$ cat src/rtl/tn_bus_pkg.sv
// Shared types for the instruction/data memory arbiter: FSM states,
// requester identities and the default RAM word-address width.
package tn_bus_pkg;

  localparam int DEFAULT_AW = 10;

  typedef enum logic [2:0] {
    IDLE,
    GRANT_I,
    GRANT_D,
    ACK_I,
    ACK_D
  } state_t;

  typedef enum logic {
    REQ_I,
    REQ_D
  } req_t;

endpackage

$ cat src/rtl/tn_mem_arbiter_if.sv
// CPU ibus/dbus request ports plus single-port RAM command port, as seen
// by the arbiter (slave) and by the CPU/RAM side (master).
interface tn_mem_arbiter_if #(
  parameter int AW = tn_bus_pkg::DEFAULT_AW
);

  logic [31:0]   i_ibus_adr;
  logic          i_ibus_cyc;
  logic [31:0]   o_ibus_rdt;
  logic          o_ibus_ack;

  logic [31:0]   i_dbus_adr;
  logic [31:0]   i_dbus_dat;
  logic [3:0]    i_dbus_sel;
  logic          i_dbus_we;
  logic          i_dbus_cyc;
  logic [31:0]   o_dbus_rdt;
  logic          o_dbus_ack;

  logic [AW-1:0] o_mem_addr;
  logic          o_mem_ce;
  logic          o_mem_we;
  logic [3:0]    o_mem_sel;
  logic [31:0]   o_mem_wdata;
  logic [31:0]   i_mem_rdata;

  modport slave (
    input  i_ibus_adr, i_ibus_cyc,
    input  i_dbus_adr, i_dbus_dat, i_dbus_sel, i_dbus_we, i_dbus_cyc,
    input  i_mem_rdata,
    output o_ibus_rdt, o_ibus_ack,
    output o_dbus_rdt, o_dbus_ack,
    output o_mem_addr, o_mem_ce, o_mem_we, o_mem_sel, o_mem_wdata
  );

  modport master (
    output i_ibus_adr, i_ibus_cyc,
    output i_dbus_adr, i_dbus_dat, i_dbus_sel, i_dbus_we, i_dbus_cyc,
    output i_mem_rdata,
    input  o_ibus_rdt, o_ibus_ack,
    input  o_dbus_rdt, o_dbus_ack,
    input  o_mem_addr, o_mem_ce, o_mem_we, o_mem_sel, o_mem_wdata
  );

endinterface

$ cat src/rtl/tn_arb_pick.sv
// Two-way requester pick: a lone requester wins, simultaneous requests go
// to whichever requester was not granted last.
module tn_arb_pick
  import tn_bus_pkg::*;
(
  input  logic ibus_cyc,
  input  logic dbus_cyc,
  input  req_t last_grant,
  output req_t winner
);

  always_comb begin
    // NOTE: default first so every path assigns winner and no latch is inferred.
    winner = REQ_D;
    if (ibus_cyc && dbus_cyc) begin
      winner = (last_grant == REQ_D) ? REQ_I : REQ_D;
    end else if (ibus_cyc) begin
      winner = REQ_I;
    end
  end

endmodule

$ cat src/rtl/tn_mem_arbiter.sv
// Shares one single-port synchronous RAM between CPU ibus and dbus, one access
// in flight, fixed 2-cycle latency. Define ARB_ROUND_ROBIN_EN for fair arbitration.
module tn_mem_arbiter
  import tn_bus_pkg::*;
#(
  parameter int AW = DEFAULT_AW
) (
  input logic             clk,
  input logic             resetn,
  tn_mem_arbiter_if.slave bus
);

  state_t        state;
  req_t          last_grant;
  req_t          winner;
  logic          any_cyc;
  logic          ibus_ack_q;
  logic          dbus_ack_q;
  logic          mem_ce_q;
  logic          mem_we_q;
  logic [AW-1:0] mem_addr_q;
  logic [3:0]    mem_sel_q;
  logic [31:0]   mem_wdata_q;

  assign any_cyc = bus.i_ibus_cyc || bus.i_dbus_cyc;

`ifdef ARB_ROUND_ROBIN_EN
  req_t last_q;

  always_ff @(posedge clk or negedge resetn) begin
    if (!resetn) begin
      last_q <= REQ_I;
    end else if (state == IDLE && any_cyc) begin
      last_q <= winner;
    end
  end

  assign last_grant = last_q;
`else
  // A permanent "ibus was last" makes the picker hand every tie to dbus.
  assign last_grant = REQ_I;
`endif

  tn_arb_pick u_pick (
    .ibus_cyc   (bus.i_ibus_cyc),
    .dbus_cyc   (bus.i_dbus_cyc),
    .last_grant (last_grant),
    .winner     (winner)
  );

  always_ff @(posedge clk or negedge resetn) begin
    if (!resetn) begin
      state       <= IDLE;
      ibus_ack_q  <= 1'b0;
      dbus_ack_q  <= 1'b0;
      mem_ce_q    <= 1'b0;
      mem_we_q    <= 1'b0;
      mem_addr_q  <= '0;
      mem_sel_q   <= '0;
      mem_wdata_q <= '0;
    end else begin
      // NOTE: non-blocking throughout so every register sees pre-edge values.
      mem_ce_q <= 1'b0;
      mem_we_q <= 1'b0;
      case (state)
        IDLE: begin
          if (any_cyc) begin
            mem_ce_q <= 1'b1;
            if (winner == REQ_D) begin
              state       <= GRANT_D;
              mem_addr_q  <= bus.i_dbus_adr[AW+1:2];
              mem_we_q    <= bus.i_dbus_we;
              mem_sel_q   <= bus.i_dbus_sel;
              mem_wdata_q <= bus.i_dbus_dat;
            end else begin
              state      <= GRANT_I;
              mem_addr_q <= bus.i_ibus_adr[AW+1:2];
              mem_sel_q  <= 4'hF;
            end
          end
        end
        GRANT_I: begin
          state      <= ACK_I;
          ibus_ack_q <= 1'b1;
        end
        GRANT_D: begin
          state      <= ACK_D;
          dbus_ack_q <= 1'b1;
        end
        ACK_I: begin
          state      <= IDLE;
          ibus_ack_q <= 1'b0;
        end
        ACK_D: begin
          state      <= IDLE;
          dbus_ack_q <= 1'b0;
        end
        default: state <= IDLE;
      endcase
    end
  end

  // RAM data only arrives in the ack cycle, so read data is steered, not registered.
  assign bus.o_ibus_rdt  = ibus_ack_q ? bus.i_mem_rdata : '0;
  assign bus.o_dbus_rdt  = dbus_ack_q ? bus.i_mem_rdata : '0;
  assign bus.o_ibus_ack  = ibus_ack_q;
  assign bus.o_dbus_ack  = dbus_ack_q;
  assign bus.o_mem_ce    = mem_ce_q;
  assign bus.o_mem_we    = mem_we_q;
  assign bus.o_mem_addr  = mem_addr_q;
  assign bus.o_mem_sel   = mem_sel_q;
  assign bus.o_mem_wdata = mem_wdata_q;

endmodule

$ cat src/flat_wrapper.sv
// flat-port wrapper written by rule: the top's interface ports become plain ports
module tn_mem_arbiter_flat import tn_bus_pkg::*;
#(
  parameter int AW = DEFAULT_AW
)
  (clk, resetn, bus_i_ibus_adr, bus_i_ibus_cyc, bus_i_dbus_adr, bus_i_dbus_dat, bus_i_dbus_sel, bus_i_dbus_we, bus_i_dbus_cyc, bus_i_mem_rdata, bus_o_ibus_rdt, bus_o_ibus_ack, bus_o_dbus_rdt, bus_o_dbus_ack, bus_o_mem_addr, bus_o_mem_ce, bus_o_mem_we, bus_o_mem_sel, bus_o_mem_wdata);
  tn_mem_arbiter_if #(.AW(AW)) bus_i ();
  input logic clk;
  input logic resetn;
  input wire logic [$bits(bus_i.i_ibus_adr)-1:0] bus_i_ibus_adr;
  input wire logic [$bits(bus_i.i_ibus_cyc)-1:0] bus_i_ibus_cyc;
  input wire logic [$bits(bus_i.i_dbus_adr)-1:0] bus_i_dbus_adr;
  input wire logic [$bits(bus_i.i_dbus_dat)-1:0] bus_i_dbus_dat;
  input wire logic [$bits(bus_i.i_dbus_sel)-1:0] bus_i_dbus_sel;
  input wire logic [$bits(bus_i.i_dbus_we)-1:0] bus_i_dbus_we;
  input wire logic [$bits(bus_i.i_dbus_cyc)-1:0] bus_i_dbus_cyc;
  input wire logic [$bits(bus_i.i_mem_rdata)-1:0] bus_i_mem_rdata;
  output wire logic [$bits(bus_i.o_ibus_rdt)-1:0] bus_o_ibus_rdt;
  output wire logic [$bits(bus_i.o_ibus_ack)-1:0] bus_o_ibus_ack;
  output wire logic [$bits(bus_i.o_dbus_rdt)-1:0] bus_o_dbus_rdt;
  output wire logic [$bits(bus_i.o_dbus_ack)-1:0] bus_o_dbus_ack;
  output wire logic [$bits(bus_i.o_mem_addr)-1:0] bus_o_mem_addr;
  output wire logic [$bits(bus_i.o_mem_ce)-1:0] bus_o_mem_ce;
  output wire logic [$bits(bus_i.o_mem_we)-1:0] bus_o_mem_we;
  output wire logic [$bits(bus_i.o_mem_sel)-1:0] bus_o_mem_sel;
  output wire logic [$bits(bus_i.o_mem_wdata)-1:0] bus_o_mem_wdata;
  assign bus_i.i_ibus_adr = bus_i_ibus_adr;
  assign bus_i.i_ibus_cyc = bus_i_ibus_cyc;
  assign bus_i.i_dbus_adr = bus_i_dbus_adr;
  assign bus_i.i_dbus_dat = bus_i_dbus_dat;
  assign bus_i.i_dbus_sel = bus_i_dbus_sel;
  assign bus_i.i_dbus_we = bus_i_dbus_we;
  assign bus_i.i_dbus_cyc = bus_i_dbus_cyc;
  assign bus_i.i_mem_rdata = bus_i_mem_rdata;
  assign bus_o_ibus_rdt = bus_i.o_ibus_rdt;
  assign bus_o_ibus_ack = bus_i.o_ibus_ack;
  assign bus_o_dbus_rdt = bus_i.o_dbus_rdt;
  assign bus_o_dbus_ack = bus_i.o_dbus_ack;
  assign bus_o_mem_addr = bus_i.o_mem_addr;
  assign bus_o_mem_ce = bus_i.o_mem_ce;
  assign bus_o_mem_we = bus_i.o_mem_we;
  assign bus_o_mem_sel = bus_i.o_mem_sel;
  assign bus_o_mem_wdata = bus_i.o_mem_wdata;
  tn_mem_arbiter #(.AW(AW)) u_core (.clk(clk), .resetn(resetn), .bus(bus_i));
endmodule
$ cat config.mk
export PLATFORM = sky130hd
export DESIGN_NAME = tn_mem_arbiter_flat
export DESIGN_NICKNAME = d
export VERILOG_FILES = /design/src/rtl/tn_bus_pkg.sv /design/src/rtl/tn_mem_arbiter_if.sv /design/src/rtl/tn_arb_pick.sv /design/src/rtl/tn_mem_arbiter.sv /design/src/flat_wrapper.sv
export SDC_FILE = /design/constraint.sdc
export NUM_CORES = 1
export LEC_CHECK = 0
export CORE_ASPECT_RATIO = 0.5
export CORE_MARGIN = 5
export CORE_UTILIZATION = 30
export CTS_BUF_LIST = sky130_fd_sc_hd__clkbuf_4 sky130_fd_sc_hd__clkbuf_8
export CTS_CLUSTER_SIZE = 24
export DETAILED_ROUTE_END_ITERATION = 8
export GPL_TIMING_DRIVEN = 1
export PLACE_DENSITY = 0.82
export SLEW_MARGIN = 10
export SYNTH_ARGS = -nofsm -noshare
export SYNTH_HDL_FRONTEND = slang
export SYNTH_SLANG_ARGS = --single-unit
$ cat constraint.sdc
create_clock -name clk -period 3.6 [get_ports clk]
set_clock_uncertainty 0.2 [all_clocks]
set_input_delay 0.36 -clock clk [delete_from_list [all_inputs] [get_ports clk]]
set_output_delay 0.36 -clock clk [all_outputs]
set_load 0.02 [all_outputs]
# Word-level counts from Yosys, hierarchy flattened
# Cells that the tools add are included.
[word_totals]
regBits = 53
inputBits = 137
elab_cells = 36
[op_classes]
n_eq_ne = 5
muxes = 16
n_reduce_logical = 7
[op_table]
columns = ["cell", "count"]
rows = [
  ["$mux 32", 2],
  ["$mux 10", 1],
  ["$pmux 3 s3", 1],
  ["$mux 1", 7],
  ["$eq 3x2->1 const B", 2],
  ["$mux 4", 1],
  ["$pmux 1 s2", 2],
  ["$reduce_bool 2->1", 2],
  ["$eq 3x1->1 const B", 1],
  ["$eq 3x3->1 const B", 1],
  ["$logic_not 3->1", 1],
  ["$mux 3", 1],
  ["$reduce_and 3->1", 1],
  ["$mux 2", 1],
  ["$ne 2x1->1 const B", 1],
  ["$reduce_and 2->1", 1],
  ["$logic_and 1x1->1", 1],
  ["$logic_or 1x1->1", 1],
]

# Logic depth before layout (Yosys ltp)
# Gate-level depths: netlist of the first run.
[depth]
word_depth = 5
ltp_mapped = 5
depth_no_buf = 3

# Modules after synthesis
# A second synthesis of the first run with hierarchy kept.
[hier_totals]
hier_cells = 220
hier_area_um2 = 2648.8
[by_module_without_submodules]
columns = ["mod", "n_inst", "cells_per_inst", "area_each_um2"]
rows = [
  ["tn_mem_arbiter", 1, 218, 2636.3],
  ["tn_arb_pick", 1, 2, 12.5],
]

# Least setup slack after synthesis of the first run
# Ideal clock, no wire load.
[synth_path]
path_type = "register to register"
from = "reg u_core.state[2]"
to = "reg u_core.mem_wdata_q[0] (netlist: u_core.bus.o_mem_wdata[0])"
setup_ps = 125
arrival_ps = 1359
path_slack_ps = 1916
stages_incl_launch_ff = 6
path_buffers = 2
cell_sequence = "dfrtp_1 -> nor3_2 -> and2_1 -> buf_6 -> buf_12 -> mux2_4"
[synth_between]
elab_chain_cells = 2
[synth_rtl]
columns = ["item", "line_no", "text"]
rows = [
  ["start: declaration", "tn_mem_arbiter.sv:13", "state_t state;"],
  ["start signal: assignment", "tn_mem_arbiter.sv:53", "state <= IDLE;"],
  ["start signal: assignment", "tn_mem_arbiter.sv:70", "state <= GRANT_D;"],
  ["start signal: assignment", "tn_mem_arbiter.sv:76", "state <= GRANT_I;"],
  ["$logic_not 3->1", "tn_mem_arbiter.sv:65", "case (state)"],
  ["$reduce_and 3->1 (no source line)", "n/a", ""],
  ["end signal: assignment", "tn_mem_arbiter.sv:74", "mem_wdata_q <= bus.i_dbus_dat;"],
  ["end: declaration", "tn_mem_arbiter.sv:23", "logic [31:0] mem_wdata_q;"],
]
# Every way passes these cells.
# A chain may end at the register's enable or synchronous reset.

# Worst setup path after layout of the first run
[layout_path]
from = "reg u_core.ibus_ack_q (netlist: u_core.bus.o_ibus_ack)"
to = "out bus_o_ibus_rdt[5]"
[layout_between]
elab_chain_cells = 1
[layout_rtl]
columns = ["item", "line_no", "text"]
rows = [
  ["start: declaration", "tn_mem_arbiter.sv:17", "logic ibus_ack_q;"],
  ["start signal: assignment", "tn_mem_arbiter.sv:54", "ibus_ack_q <= 1'b0;"],
  ["start signal: assignment", "tn_mem_arbiter.sv:84", "ibus_ack_q <= 1'b1;"],
  ["start signal: assignment", "tn_mem_arbiter.sv:92", "ibus_ack_q <= 1'b0;"],
  ["$mux 32", "tn_mem_arbiter.sv:104", "assign bus.o_ibus_rdt = ibus_ack_q ? bus.i_mem_rdata : '0;"],
  ["end: declaration", "flat_wrapper.sv:18", "output wire logic [$bits(bus_i.o_ibus_rdt)-1:0] bus_o_ibus_rdt;"],
]
# Every way passes these cells.

==> results of run 1 <==
==> through the flow <==
| stage | instances | cell area [sq um] | hold WS (ns) |
|---|---|---|---|
| after global routing | 526 | 4920 | 0.329 |
| after global placement | 517 | 4790 | 0.173 |
| after CTS | 526 | 4920 | 0.318 |
| after detailed placement | 517 | 4790 | 0.180 |
| final | 526 | 4920 | 0.314 |
| after floorplan | 203 | 2670 | -0.136 |
==> state kept, by name, indices dropped and copies added (netlist names) <==
name,flops
u_core.bus.o_dbus_ack,1
u_core.bus.o_ibus_ack,1
u_core.bus.o_mem_addr,10
u_core.bus.o_mem_ce,1
u_core.bus.o_mem_sel,4
u_core.bus.o_mem_wdata,32
u_core.bus.o_mem_we,1
u_core.state,3
==> power by group <==
| part | leakage (uW) | internal (uW) | total, uW | switching [uW] |
|---|---|---|---|---|
| Sequential | 0.000621 | 889 | 1130 | 240 |
| Combinational | 0.00133 | 1350 | 2430 | 1080 |
| Clock | 0.0000574 | 226 | 424 | 197 |
| Total | 0.00201 | 2470 | 3990 | 1520 |
==> cells by family after synthesis <==
kind of cell | count (synthesis) | synth area share (%)
simple gates | 76 | 17.5
flops | 53 | 49.7
mux | 52 | 26.1
buf+inv | 13 | 4.26
compound gates | 9 | 2.39
==> worst max-delay path: stages (launching register included) <==
cell             delay, ns
dfrtp_1               0.88
and2_1                0.25
clkdlybuf4s50_1       0.64
==> routing by layer <==
layer,routed length (microns),share of wire [%],GRT usage [%],up-vias
met2,4390,51,27.6,89
li1,-,-,-,1081
met5,0,0,0,-
met3,635,7.3,3.29,21
met4,251,2.9,5.92,0
met1,3390,39,17.5,1108
==> cell type report <==
type,count,area [sq um]
multi-input combinational,137,1230
clock inverter,2,37.5
inverter,1,3.75
fill,729,3760
clock buffer,6,82.6
timing repair buffer,210,2090
sequential,53,1330
tap,117,146
==> cell usage in the layout, fill, tap and decap left out <==
cell type / count
dlygate4sd3_1: 1
clkinvlp_4: 1
nor3_1: 2
nand2_1: 2
and2_2: 1
and3_1: 1
clkdlybuf4s50_1: 205
nand2b_1: 1
mux2_2: 22
o21a_2: 1
nor3_2: 1
nor3b_1: 1
dfrtp_1: 53
nor2b_1: 1
and2_1: 64
inv_1: 1
clkbuf_8: 6
a21oi_1: 1
o22a_1: 4
bufinv_16: 1
buf_2: 1
mux2_4: 30
nor2_1: 2
o21ai_0: 3
buf_4: 3
==> path summary, 6_finish.rpt <==
check                                              to  slack [ns]  cells past startpoint
setup / recovery                    bus_o_ibus_rdt[5]        0.96                      2
hold / removal              u_core.bus.o_mem_wdata[7]        0.31                      1
setup reg to reg            u_core.bus.o_mem_wdata[3]        1.45                      4
hold reg to reg             u_core.bus.o_mem_wdata[7]        0.31                      1
max in group asynchronous  u_core.bus.o_mem_wdata[31]        2.02                      3
min in group asynchronous    u_core.bus.o_mem_addr[1]        0.38                      2
==> timing repair <==
action | CTS | global route
hold buffers | 1 | 0
endpoints found under the hold margin | 23 | 0
endpoints found under the setup margin | 0 | 0
==> summary.md, run 1 <==
| Metric | Value |
|---|---|
| Starting Density | 30.8% |
| Core Area | 8680 sq um |
| Setup violations, final | 0 |
| Die area | 11000 sq um |
| Number of port buffers | 206 |
| Worst setup SP type | flop |
| Clock latency on the worst-skew pair | 0.30 ns |
| Register area share after synthesis | 49.7% |
| Area Overhead vs Synth | 84.2% |
| Total GRT Usage | 15.3% |
| Syn Std Cell Area | 2670 sq um |
| Required time of the critical path | 3.04 ns |
| Die Span X | 143 microns |
| Post-CTS sizing | 0 |
| Global-route wire length before repair | 13400 microns |
| Placer Congestion | 0.746 |
| Worst Setup Path Type | flop to output port |
| Antenna diodes | 0 |
| Via-to-Cell Ratio | 4.37 |
| Synth warn | 0 |
| Share of cells above drive strength 1 | 16.4% |
| Number of enable flip-flop cells after synthesis | 0 |
| DRC | 0 |
| Slew headroom | 44.4% |
| Fin. max-slew vios | 0 |
| Worst-case clock buffer depth | 2 |
| Synth Net Count | 340 |
| Cell with the most instances after synthesis | and2_1 |
| RSZ-0062 raised after global routing | false |
| Largest area contributor in the netlist | dfrtp_1 |
| FF-to-FF Start | u_core.state[2] |
| Critical-path maximum fanout | 34 |
| PD cells | 811 nW/um^2 |
| Worst Path Arrival | 2.08 ns |
| Worst-path clk slew | 0.10 ns |
| Tmin final | 2.64 ns |
| Clock sink count | 53 |
| Status | completed |
| Vias in the first global route | 2487 |
| Clock buffer count from CTS | 5 |
| CP Capture Type | output port |
| Rows | 24 |
| Chip Height | 76.7 microns |
| Postcts setup bufs | 0 |
| Final period utilization | 73.5% |
| Largest net degree at the start of global routing | 36 |
| Lkg Pwr | 0.00201 uW |
| Fmax | 378 MHz |
| H-tree levels | 2 |
| DPL Wire Length | 6790 microns |
| Synth top area share | 49.7% |
| Cells after Synth | 203 |
| Final hold violation count | 0 |
| Nets@finish | 545 |
| First-pass DRT Iterations | 4 |
| Final setup margin | 0.956 ns |
| Pre-CTS setup slack | 1.25 ns |
| Max cap viols | 0 |
| Least-Margin Pin Slew | 0.835 ns |
| Min-delay worst type | flop to flop |
| Predominant post-synthesis flop cell | dfrtp_1 |
| Final core utilization | 56.7% |
| Number of synthesized register bits | 53 |
| Clock root cell | clkbuf_8 |
| Antenna Nets Post-Route | 0 |
| TritonCTS clock tree | built |
| Most frequent cells after synthesis | and2_1, dfrtp_1, mux2_4, mux2_2, clkbuf_1 |
| Power after layout | 3990 uW |
| Top cells by area, synth | dfrtp_1, mux2_4, and2_1 |
| Total wire length | 8660 microns |
| Async SR Flop Fraction | 100% |
| Hold_sp | u_core.bus.o_mem_wdata[7] |
| Vias | 2299 |
| Wire per inst | 16.5 microns |
| First DRT Iteration DRCs | 51 |
| Worst VDD drop | 0.334 mV |
| Initial antenna violation count | 0 |
| Netlist cell types | 21 |
| # IOs | 251 |
| Setup TNS | 0 ns |
| Critical Path Source | u_core.bus.o_ibus_ack |
| Gr ovfl total | 0 |
| Mean Syn Cell Area | 13.2 sq um |
No activity file was read; power rests on OpenSTA's default activity.
==> run 2: changes to the inputs <==
--- a/config.mk
+++ b/config.mk
@@ -7,12 +7,12 @@
 export LEC_CHECK = 0
 export CORE_ASPECT_RATIO = 0.5
 export CORE_MARGIN = 5
-export CORE_UTILIZATION = 30
+export CORE_UTILIZATION = 28
 export CTS_BUF_LIST = sky130_fd_sc_hd__clkbuf_4 sky130_fd_sc_hd__clkbuf_8
 export CTS_CLUSTER_SIZE = 24
 export DETAILED_ROUTE_END_ITERATION = 8
 export GPL_TIMING_DRIVEN = 1
-export PLACE_DENSITY = 0.82
+export PLACE_DENSITY = 0.8
 export SLEW_MARGIN = 10
 export SYNTH_ARGS = -nofsm -noshare
 export SYNTH_HDL_FRONTEND = slang
==> constraint.sdc (replaced) <==
create_clock -name clk -period 2.4 [get_ports clk]
set_clock_uncertainty 0.2 [all_clocks]
set_input_delay 0.24 -clock clk [delete_from_list [all_inputs] [get_ports clk]]
set_output_delay 0.24 -clock clk [all_outputs]
set_load 0.02 [all_outputs]
==> run 2 against run 1 <==
Net effect:
- die area is 6.4% higher
- combinational power up 55%
- sequential share of layout area decreased by 0.20 points
- worst setup slack worse by 0.80 ns
- sequential power rose by 42%
- flip-flop and latch count unchanged
- routed wire length fell by 3.0%
- final cell count up 1.1%
- register-to-register slack got worse by 0.95 ns
- highest routed layer unchanged
- critical path type unchanged
==> summary.md, run 2 (synthesized netlist as in run 1, its figures left out) <==
| Metric | Value |
|---|---|
| Status | completed |
| R2r endpoint | u_core.bus.o_mem_wdata[3] |
| Least-Margin Pin Slew | 0.614 ns |
| Lkg Pwr | 0.00203 uW |
| TritonCTS clock tree | built |
| Initial antenna violation count | 0 |
| Critical Path Sink | bus_o_ibus_rdt[25] |
| Final period utilization | 93.4% |
| Rows | 25 |
| Number of port buffers | 206 |
| Clock buffer count from CTS | 5 |
| Slowest stage delay, CP | 0.62 ns |
| Via-to-Cell Ratio | 4.21 |
| Placer Congestion | 0.758 |
| Post-CTS sizing | 0 |
| Setup violations, final | 0 |
| Chip Height | 79.1 microns |
| Die Span X | 148 microns |
| # IOs | 251 |
| Antenna diodes | 0 |
| Total wire length | 8400 microns |
| Cell Count, Final, Fillers Out | 532 |
| Die area | 11700 sq um |
| Pre-CTS setup slack | 0.352 ns |
| Nets@finish | 548 |
| First DRT Iteration DRCs | 48 |
| Final hold violation count | 0 |
| Most frequent cells in the layout | clkdlybuf4s50_1, and2_1, dfrtp_1, mux2_4, mux2_2 |
| Share of cells above drive strength 1 | 16.8% |
| Fin. max-slew vios | 0 |
| Dpl cells | 524 |
| Required time of the critical path | 1.96 ns |
| DPL Wire Length | 6860 microns |
| CP Capture Type | output port |
| Gr ovfl total | 0 |
| Clock latency on the worst-skew pair | 0.29 ns |
| Vias | 2242 |
| Worst-path clk slew | 0.09 ns |
| DRC | 0 |
| Antenna Nets Post-Route | 0 |
| Max cap viols | 0 |
| Largest net degree at the start of global routing | 50 |
| Global-route wire length before repair | 12900 microns |
| Reg2reg setup slack | 0.50 ns |
| Max FFs per register | 32 |
| Core Area | 9380 sq um |
| RSZ-0062 raised after global routing | false |
| Total GRT Usage | 13.7% |
| Area Overhead vs Synth | 85.5% |
| Clock sink count | 53 |
| H-tree levels | 2 |
| Worst VDD drop | 0.482 mV |
| Fmax | 446 MHz |
| Worst-case clock buffer depth | 2 |
| Slowest-stage cell, CP | clkdlybuf4s50_1 |
| PD cells | 1210 nW/um^2 |
| Tmin final | 2.24 ns |
| Setup TNS | 0 ns |
| Worst setup SP type | flop |
| Vias in the first global route | 2338 |
| Worst Setup Path Type | flop to output port |
| Slew headroom | 59.1% |
| Clock root cell | clkbuf_8 |
| Reg2reg path depth | 4 |
| Worst Path Arrival | 1.80 ns |
| Commonest non-fill, non-tap cell in the layout | clkdlybuf4s50_1 |
| Starting Density | 28.5% |
| Wire per inst | 15.8 microns |
| Final setup margin | 0.158 ns |
| First-pass DRT Iterations | 4 |
| Critical-path maximum fanout | 22 |
| FF-to-FF Start | u_core.state[2] |
| Min-delay worst type | primary input to asynchronous set/reset pin |
| Critical Path Source | u_core.bus.o_ibus_ack |
| Sequence of cells on the critical path | buf_12 -> and2_1 -> clkdlybuf4s50_1 |
==> run 2: layer usage <==
metal	track usage, %	part of all wire (%)	vias up
li1	-	-	1089
met1	15.3	37	1064
met2	26.6	55	68
met3	2.45	4.4	21
met4	4.70	2.9	0
met5	0	0	-
==> run 2: worst min-delay path by stage <==
stage / start / to / slack (ns) / cells past startpoint
floorplan: resetn / u_core.bus.o_dbus_ack / -0.26 / 0
global placement: resetn / u_core.bus.o_mem_wdata[6] / -0.14 / 1
detailed placement: resetn / u_core.bus.o_mem_addr[4] / -0.14 / 1
CTS: resetn / u_core.bus.o_mem_addr[4] / 0.1 / 2
global route: resetn / u_core.bus.o_mem_addr[4] / 0.1 / 2
finish: resetn / u_core.bus.o_mem_addr[4] / 0.09 / 2
==> run 2: timing repair <==
| item | CTS | global route |
|---|---|---|
| hold endpoints to repair | 53 | 0 |
| endpoints found under the setup margin | 0 | 0 |
| buffers inserted | 0 | 0 |
| hold buffers | 1 | 0 |
==> run 2: cell type report <==
class	count	area [sq um]
fillers	831	4430
repair buffers	213	2140
flip-flops and latches	53	1330
multi-input cells	137	1230
well taps	121	151
clock buffers	5	68.8
clock inverters	2	35.0
inverters	1	3.75
==> run 2: worst max-delay path: cells and delay by family (launching register included) <==
kind / cells / cell delay (ns)
buffers and inverters: 2 / 0.81
AND/OR/NAND/NOR: 1 / 0.12
flip-flops: 1 / 0.58
==> run 2: report_power, final <==
part | switching [uW] | internal, uW
registers | 278 | 1340
clock network | 284 | 304
logic | 1690 | 2080
==> run 2: per-stage QoR <==
stage,utilization (%),total power [uW],hold WS (ns),cell area (sq um)
final,52.8,5970,0.0854,4950
after global routing,52.8,6290,0.0959,4950
after CTS,52.8,6060,0.0986,4950
after detailed placement,51.6,5440,-0.136,4840
after floorplan,-,3710,-0.256,2670
after global placement,51.6,5380,-0.136,4840
